File: config.mk
export PLATFORM = sky130hd
export DESIGN_NAME = ifetch_unit_flat
export DESIGN_NICKNAME = d
export VERILOG_FILES = /design/src/rtl/cpu_pkg.sv /design/src/rtl/ifetch_unit_if.sv /design/src/rtl/ifetch_unit_branch_target_gen.sv /design/src/rtl/ifetch_unit.sv /design/src/flat_wrapper.sv
export SDC_FILE = /design/constraint.sdc
export NUM_CORES = 1
export LEC_CHECK = 0
export CAP_MARGIN = 20
export CORE_MARGIN = 2
export CORE_UTILIZATION = 40
export DETAILED_ROUTE_END_ITERATION = 8
export HOLD_SLACK_MARGIN = 0.12
export PLACE_DENSITY_LB_ADDON = 0.15
export SLEW_MARGIN = 5
export SYNTH_ARGS = -nofsm -noshare
export SYNTH_HDL_FRONTEND = slang
export SYNTH_SLANG_ARGS = --single-unit
export TNS_END_PERCENT = 20
File: constraint.sdc
create_clock -name clk -period 3.9 [get_ports clk]
set_clock_uncertainty 0.05 [all_clocks]
set_input_delay 0.78 -clock clk [delete_from_list [all_inputs] [get_ports clk]]
set_output_delay 0.78 -clock clk [all_outputs]
set_load 0.01 [all_outputs]
File: src/rtl/cpu_pkg.sv
`default_nettype none
// ============================================================================
//  Module      : cpu_pkg
//  Description : Shared types and constants for the instruction-fetch path:
//                fetch FSM state encoding, PC-select codes and the ARM
//                pipeline offset applied to branch targets.
//  Revision    : 1.0 - initial release
// ============================================================================
package cpu_pkg;

    // Fetch controller states; explicit 3-bit encoding
    typedef enum logic [2:0] {
        ST_IDLE  = 3'd0,
        ST_FETCH = 3'd1,
        ST_FULL  = 3'd2,
        ST_DROP  = 3'd3,
        ST_ERR   = 3'd4
    } fetch_state_e;

    // PC register input select codes
    localparam logic [1:0] PCS_SEQ = 2'b00;   // PC + 4
    localparam logic [1:0] PCS_BR  = 2'b01;   // branch target B
    localparam logic [1:0] PCS_JMP = 2'b10;   // register jump target F

    // The architectural PC reads two instructions ahead when a branch executes
    localparam logic [31:0] PIPE_OFS = 32'd8;

    // Branch target: PC + 8 + sign-extended word offset, wrapping at 32 bits
    function automatic logic [31:0] branch_target(input logic [31:0] pc,
                                                  input logic [23:0] imm24);
        return pc + PIPE_OFS + {{6{imm24[23]}}, imm24, 2'b00};
    endfunction

endpackage
`default_nettype wire

File: src/rtl/ifetch_unit_if.sv
`default_nettype none
// ============================================================================
//  Module      : ifetch_unit_if
//  Description : Bus bundle of the fetch unit: instruction-memory req/ack
//                read channel and the instruction-register valid/ready
//                channel toward decode. The master side is the fetch unit.
//  Revision    : 1.0 - initial release
// ============================================================================
interface ifetch_unit_if;

    logic        mem_req;
    logic [31:0] mem_addr;
    logic        mem_ack;
    logic [31:0] mem_rdata;
    logic [31:0] ir;
    logic        ir_valid;
    logic        ir_ready;

    modport master (
        output mem_req, mem_addr, ir, ir_valid,
        input  mem_ack, mem_rdata, ir_ready
    );

    modport slave (
        input  mem_req, mem_addr, ir, ir_valid,
        output mem_ack, mem_rdata, ir_ready
    );

endinterface
`default_nettype wire

File: src/rtl/ifetch_unit_branch_target_gen.sv
`default_nettype none
// ============================================================================
//  Module      : branch_target_gen
//  Description : Combinational target generation for the PC register:
//                branch target from PC and the 24-bit immediate, jump target
//                from a register value forced to word alignment.
//  Revision    : 1.0 - initial release
// ============================================================================
module branch_target_gen
    import cpu_pkg::*;
(
    input  logic [31:0] i_pc,
    input  logic [23:0] i_imm24,
    input  logic [29:0] i_rn_word,
    output logic [31:0] o_b,
    output logic [31:0] o_f
);

    // Both targets are pure functions of the current operands
    always_comb begin
        o_b = branch_target(i_pc, i_imm24);
        o_f = {i_rn_word, 2'b00};
    end

endmodule
`default_nettype wire

File: src/rtl/ifetch_unit.sv
`default_nettype none
// ============================================================================
//  Module      : ifetch_unit
//  Description : Multi-cycle instruction-fetch controller. Fetches from
//                instruction memory at PC, holds the word in an instruction
//                register toward decode, and on handoff pulses Write_PC with
//                the PC-select and targets for the PC register. Supports
//                flush of held/in-flight instructions and a sticky fetch
//                timeout error.
//  Revision    : 1.0 - initial release
// ============================================================================
module ifetch_unit
    import cpu_pkg::*;
#(
    parameter int TIMEOUT = 64,
    parameter int TO_W    = 7
) (
    input  logic               clk,
    input  logic               Rst_n,
    input  logic [31:0]        PC,
    ifetch_unit_if.master      fbus,
    input  logic               take_b,
    input  logic               take_f,
    input  logic [31:0]        rn_data,
    input  logic               flush,
    output logic               Write_PC,
    output logic [1:0]         PC_s,
    output logic [31:0]        B,
    output logic [31:0]        F,
    output logic               fetch_err
);

    // Last count value still spent waiting in FETCH before giving up
    localparam logic [TO_W-1:0] c_TO_LAST = TO_W'(TIMEOUT - 1);

    fetch_state_e      r_state;
    fetch_state_e      w_state_nxt;
    logic [TO_W-1:0]   r_cnt;
    logic [TO_W-1:0]   w_cnt_nxt;
    logic [31:0]       r_ir;
    logic              w_ir_load;
    logic              w_mem_req;
    logic              w_ir_valid;
    logic              w_write_pc;
    logic [1:0]        w_pc_s;
    logic [31:0]       w_b;
    logic [31:0]       w_f;
    logic              w_unused;

    // The jump target discards the byte-offset bits of the register value
    assign w_unused = ^rn_data[1:0];

    branch_target_gen u_tgt (
        .i_pc      (PC),
        .i_imm24   (r_ir[23:0]),
        .i_rn_word (rn_data[31:2]),
        .o_b       (w_b),
        .o_f       (w_f)
    );

    // State, timeout counter and instruction register
    always_ff @(posedge clk or negedge Rst_n) begin
        if (!Rst_n) begin
            r_state <= ST_IDLE;
            r_cnt   <= '0;
            r_ir    <= '0;
        end else begin
            r_state <= w_state_nxt;
            r_cnt   <= w_cnt_nxt;
            if (w_ir_load) begin
                r_ir <= fbus.mem_rdata;
            end
        end
    end

    // Next-state and Moore/Mealy outputs; the counter only runs in FETCH
    always_comb begin
        w_state_nxt = r_state;
        w_cnt_nxt   = '0;
        w_ir_load   = 1'b0;
        w_mem_req   = 1'b0;
        w_ir_valid  = 1'b0;
        w_write_pc  = 1'b0;
        w_pc_s      = PCS_SEQ;
        case (r_state)
            ST_IDLE: begin
                w_state_nxt = ST_FETCH;
            end
            ST_FETCH: begin
                w_mem_req = 1'b1;
                if (fbus.mem_ack) begin
                    // A flush landing on the ack discards the word and refetches
                    if (!flush) begin
                        w_ir_load   = 1'b1;
                        w_state_nxt = ST_FULL;
                    end
                end else if (flush) begin
                    w_state_nxt = ST_DROP;
                end else if (r_cnt == c_TO_LAST) begin
                    w_state_nxt = ST_ERR;
                end else begin
                    w_cnt_nxt = r_cnt + 1'b1;
                end
            end
            ST_FULL: begin
                w_ir_valid = 1'b1;
                // Flush has priority over a simultaneous handoff
                if (flush) begin
                    w_state_nxt = ST_FETCH;
                end else if (fbus.ir_ready) begin
                    w_write_pc  = 1'b1;
                    w_pc_s      = take_f ? PCS_JMP : (take_b ? PCS_BR : PCS_SEQ);
                    w_state_nxt = ST_FETCH;
                end
            end
            ST_DROP: begin
                // Keep the request up until the orphaned response arrives
                w_mem_req = 1'b1;
                if (fbus.mem_ack) begin
                    w_state_nxt = ST_FETCH;
                end
            end
            ST_ERR: begin
                w_state_nxt = ST_ERR;
            end
            default: begin
                w_state_nxt = ST_IDLE;
            end
        endcase
    end

    // Output drive; targets read as zero whenever no instruction is held
    always_comb begin
        fbus.mem_req  = w_mem_req;
        fbus.mem_addr = PC;
        fbus.ir       = r_ir;
        fbus.ir_valid = w_ir_valid;
        Write_PC      = w_write_pc;
        PC_s          = w_pc_s;
        B             = w_ir_valid ? w_b : 32'd0;
        F             = w_ir_valid ? w_f : 32'd0;
        fetch_err     = (r_state == ST_ERR);
    end

endmodule
`default_nettype wire

File: src/flat_wrapper.sv
// flat-port wrapper written by rule: the top's interface ports become plain ports
module ifetch_unit_flat import cpu_pkg::*;
#(
    parameter int TIMEOUT = 64,
    parameter int TO_W    = 7
)
  (clk, Rst_n, PC, take_b, take_f, rn_data, flush, Write_PC, PC_s, B, F, fetch_err, fbus_mem_req, fbus_mem_addr, fbus_ir, fbus_ir_valid, fbus_mem_ack, fbus_mem_rdata, fbus_ir_ready);
  ifetch_unit_if fbus_i ();
  input  logic clk;
  input  logic Rst_n;
  input  logic [31:0] PC;
  input  logic take_b;
  input  logic take_f;
  input  logic [31:0] rn_data;
  input  logic flush;
  output logic Write_PC;
  output logic [1:0] PC_s;
  output logic [31:0] B;
  output logic [31:0] F;
  output logic fetch_err;
  output wire logic [$bits(fbus_i.mem_req)-1:0] fbus_mem_req;
  output wire logic [$bits(fbus_i.mem_addr)-1:0] fbus_mem_addr;
  output wire logic [$bits(fbus_i.ir)-1:0] fbus_ir;
  output wire logic [$bits(fbus_i.ir_valid)-1:0] fbus_ir_valid;
  input wire logic [$bits(fbus_i.mem_ack)-1:0] fbus_mem_ack;
  input wire logic [$bits(fbus_i.mem_rdata)-1:0] fbus_mem_rdata;
  input wire logic [$bits(fbus_i.ir_ready)-1:0] fbus_ir_ready;
  assign fbus_mem_req = fbus_i.mem_req;
  assign fbus_mem_addr = fbus_i.mem_addr;
  assign fbus_ir = fbus_i.ir;
  assign fbus_ir_valid = fbus_i.ir_valid;
  assign fbus_i.mem_ack = fbus_mem_ack;
  assign fbus_i.mem_rdata = fbus_mem_rdata;
  assign fbus_i.ir_ready = fbus_ir_ready;
  ifetch_unit #(.TIMEOUT(TIMEOUT), .TO_W(TO_W)) u_core (.clk(clk), .Rst_n(Rst_n), .PC(PC), .fbus(fbus_i), .take_b(take_b), .take_f(take_f), .rn_data(rn_data), .flush(flush), .Write_PC(Write_PC), .PC_s(PC_s), .B(B), .F(F), .fetch_err(fetch_err));
endmodule
==> run summary <==
• **Synth cell types** 62
• **maximum number of pins on one net before global-route repair** 43
• **highest fanout seen on the critical path** 4
• **estimated wirelength of the detail-placed design** 11400 microns
• **antenna diode count** 0
• **share of the synthesized area in the top cell type** 24.2%
• **area of the die** 11700 sq um
• **Syn Inst Count** 485
• **violations in the final reports** setup timing
• **number of warning messages in the yosys log** 0
• **result of the run** finished, violations left
• **Sequential Area** 1050 sq um
• **Fill cells** 752
• **slack of the critical path** -71.9 ps
• **Total GRT Usage** 26.1%
• **kind of end point of the critical path** output pin
• **drt initial violations** 171
• **clock latency reported for the late side of the worst-skew pair** 310 ps
• **f_max** 0.252 GHz
• **quantity of I/O buffers inserted on ports** 232
• **global-route wire length before repair** 24000 microns
• **DRT Wirelength** 15700 microns
• **most frequent cells after synthesis** sky130_fd_sc_hd__ha_1, sky130_fd_sc_hd__nor2_1, sky130_fd_sc_hd__dfrtp_1, sky130_fd_sc_hd__and2_1, sky130_fd_sc_hd__buf_4
• **most common cell in the netlist** sky130_fd_sc_hd__ha_1
• **core box area** 10700 sq um
• **overall die width** 108 microns
• **number of nets with antenna violations after detailed routing** 0
• **type of the worst min-delay path** input pin to async pin
• **Initial Utilization** 40.5%
• **WP data required** 3070 ps
• **crit path launch** PC[3]
• **flops & latches, synth** 42
• **Worst Tran Pin Value** 910 ps
• **Worst R2R Path Depth** 4
• **Crit path arrival time** 3140 ps
• **proportion of synthesized flip-flops having asynchronous set or reset** 100%
• **first drt pass iteration count** 7
• **leakage power total** 3.50 nW
• **utilization after layout** 75.9%
• **sum of negative setup slack** -215 ps
• **unrepaired setup endpoints after global routing** yes
• **Compound-Gate Fraction of Synth Area** 16.3%
• **Max H-tree Level** 2
• **minimum setup slack among reg-to-reg paths** 1630 ps
• **Bufs on Longest Clock Path** 2
• **total number of nets in the final design** 929
• **fraction of final layout cells sized beyond drive strength 1** 34.0%
• **multi-input combinational cell area** 3750 sq um
• **worst slew margin relative to its limit** 39.3%
• **commonest register cell after synthesis** sky130_fd_sc_hd__dfrtp_1
• **proportion of synthesized chip area in sequential cells** 24.2%
• **endpoint of the worst-slack reg-to-reg timing path** u_core.fbus.ir[12]
• **DRC errors left** 0
• **initial antenna violation count** 0
• **TritonCTS clock tree** yes
• **Hold Violations, Final** 0
• **final count of pins violating max slew** 0
• **clock buffers created by TritonCTS** 5
• **Crit Reg-Reg Startpoint** u_core.r_state[0]
• **critical path class** input pin to output pin
• **cell accounting for the most synthesized area** sky130_fd_sc_hd__dfrtp_1
• **power density over cell area** 793 nW/um^2
• **part of the cycle the worst path needs** 102%
• **Layout area overhead** 87.1%
• **top-level I/O count** 237
• **Setup Viol. Count Final** 6
• **routed len/inst** 17.2 microns
• **routability cong.** 0.887
• **overflow left after global routing** 0
• **synthesized-area fraction occupied by and/or/nand/nor cells** 18.9%
• **mean cell area of the mapped netlist** 8.94 sq um
• **post-layout min period** 3970 ps
• **cell row count** 38
• **synthesized cell area** 4340 sq um
• **via count of the first global-routing pass** 4808
• **cell at the root of the clock tree** sky130_fd_sc_hd__clkbuf_8
• **Synth Area in XOR/XNOR** 5.05%
• **count of flip-flops with a built-in enable after synthesis** 0
• **die height** 108 microns
• **multiplexer area fraction after synthesis** 9.00%
• **via count of the routed design** 4742
• **leading cell types by total area after synthesis** sky130_fd_sc_hd__dfrtp_1, sky130_fd_sc_hd__ha_1, sky130_fd_sc_hd__mux2_2, sky130_fd_sc_hd__buf_4, sky130_fd_sc_hd__and2_1
• **peak supply drop** 0.429 mV
• **area share of fa/ha/maj cells after synthesis** 17.2%
• **Worst setup SP type** input pin
• **largest family of logic cells by synthesized area** simple AND/OR/NAND/NOR gates
• **clock slew at reported path FFs** 90 ps
• **max cap viols** 0
• **Via density** 5.22
• **count of clock tree sinks** 42
[layout by cell type (no fill, tap or decap), types with 3 or more instances in the layout]
cell and n:
sky130_fd_sc_hd__a21o_1 12, sky130_fd_sc_hd__a21oi_1 13, sky130_fd_sc_hd__a21oi_2 10, sky130_fd_sc_hd__a31oi_1 3, sky130_fd_sc_hd__a31oi_2 4, sky130_fd_sc_hd__and2_1 39
sky130_fd_sc_hd__and3_1 5, sky130_fd_sc_hd__buf_2 9, sky130_fd_sc_hd__buf_4 93, sky130_fd_sc_hd__buf_6 4, sky130_fd_sc_hd__clkbuf_2 6, sky130_fd_sc_hd__clkbuf_8 6
sky130_fd_sc_hd__clkdlybuf4s15_2 4, sky130_fd_sc_hd__clkdlybuf4s50_1 181, sky130_fd_sc_hd__dfrtp_1 42, sky130_fd_sc_hd__dlygate4sd2_1 25, sky130_fd_sc_hd__dlymetal6s2s_1 3, sky130_fd_sc_hd__ha_1 10
sky130_fd_sc_hd__ha_4 47, sky130_fd_sc_hd__inv_1 10, sky130_fd_sc_hd__inv_2 3, sky130_fd_sc_hd__mux2_2 32, sky130_fd_sc_hd__mux2i_1 3, sky130_fd_sc_hd__nand2_1 22
sky130_fd_sc_hd__nand2_2 3, sky130_fd_sc_hd__nand2b_1 3, sky130_fd_sc_hd__nand3_1 6, sky130_fd_sc_hd__nand3_2 3, sky130_fd_sc_hd__nand4_1 6, sky130_fd_sc_hd__nor2_1 43
sky130_fd_sc_hd__nor3_1 6, sky130_fd_sc_hd__nor3b_1 3, sky130_fd_sc_hd__o21a_1 6, sky130_fd_sc_hd__o21ai_0 4, sky130_fd_sc_hd__o21ai_1 8, sky130_fd_sc_hd__o21bai_1 5
sky130_fd_sc_hd__xnor2_1 16, sky130_fd_sc_hd__xor2_1 8
[report_power, final]
part | total (mW) | switching (mW) | leakage [nW] | internal, mW
logic | 5.27 | 2.42 | 2.93 | 2.86
registers | 0.848 | 0.227 | 0.516 | 0.621
clock network | 0.316 | 0.173 | 0.0472 | 0.143
total | 6.44 | 2.82 | 3.50 | 3.62
[layer usage]
metal | track usage (%) | wire (microns) | up-vias
met3 | 4.52 | 1010 | 24
met2 | 45.0 | 7830 | 181
met1 | 33.3 | 6550 | 2282
met4 | 7.88 | 275 | 0
met5 | 0 | 0 | -
li1 | - | - | 2255
[critical path, stage by stage]
cell,delay [ps]
sky130_fd_sc_hd__buf_8,100
sky130_fd_sc_hd__inv_4,40
sky130_fd_sc_hd__ha_4,180
sky130_fd_sc_hd__inv_2,60
sky130_fd_sc_hd__ha_4,120
sky130_fd_sc_hd__inv_2,40
sky130_fd_sc_hd__fa_2,380
sky130_fd_sc_hd__nor2b_4,170
sky130_fd_sc_hd__o2111ai_4,180
sky130_fd_sc_hd__nand3_2,100
sky130_fd_sc_hd__a221o_1,250
sky130_fd_sc_hd__buf_6,140
sky130_fd_sc_hd__nand4_1,90
sky130_fd_sc_hd__and3_1,180
sky130_fd_sc_hd__nor3_1,160
sky130_fd_sc_hd__buf_2,160
[worst max path at each step]
stage	endpoint	slack, ps	cells past startpoint
2_1_floorplan	B[31]	180	13
3_3_place_gp	B[29]	-920	15
3_5_place_dp	B[29]	-980	15
4_1_cts	B[31]	-70	16
5_1_grt	B[31]	-150	16
6_report	B[31]	-70	16
[cells by family after synthesis]
group / count (synthesis)
AOI/OAI and AO/OA: 96
xor gates and xnor gates: 25
adders and majority gates: 59
buffers and inverters: 69
DFF: 42
muxes: 35
other: 1
and+or+nand+nor: 158
[per-stage QoR]
stage / power [mW] / setup slack, ps / instances / instance area, sq um / hold slack, ps
after floorplan: 3.02 / 184 / 486 / 4340 / 374
after global placement: 4.99 / -921 / 891 / 7150 / 386
after detailed placement: 5.07 / -978 / 891 / 7150 / 404
after CTS: 6.17 / -70.8 / 905 / 8000 / 419
after global routing: 6.88 / -152 / 908 / 8120 / 296
final: 6.44 / -71.9 / 908 / 8120 / 295
[registers in the layout, indices dropped and copies added (netlist names)]
| name | cells |
|---|---|
| u_core.r_cnt | 7 |
| u_core.fbus.ir | 32 |
| u_core.r_state | 3 |
[area by class of cell]
cell class	count	share of cell area [%]
well taps	140	2.16
inverters	14	0.678
clock inverters	2	0.154
repair buffers	329	36.8
multi-input cells	375	46.3
clock buffers	6	1.02
flip-flops and latches	42	12.9
[repair_timing]
item / CTS / global route
buffers inserted: 7 / 2
endpoints found under the hold margin: 0 / 0
hold buffers: 0 / 0
setup endpoints to repair: 26 / 23
gates resized for setup: 192 / 31
pin swaps: 43 / 22
(Power assumes the default switching activity.)
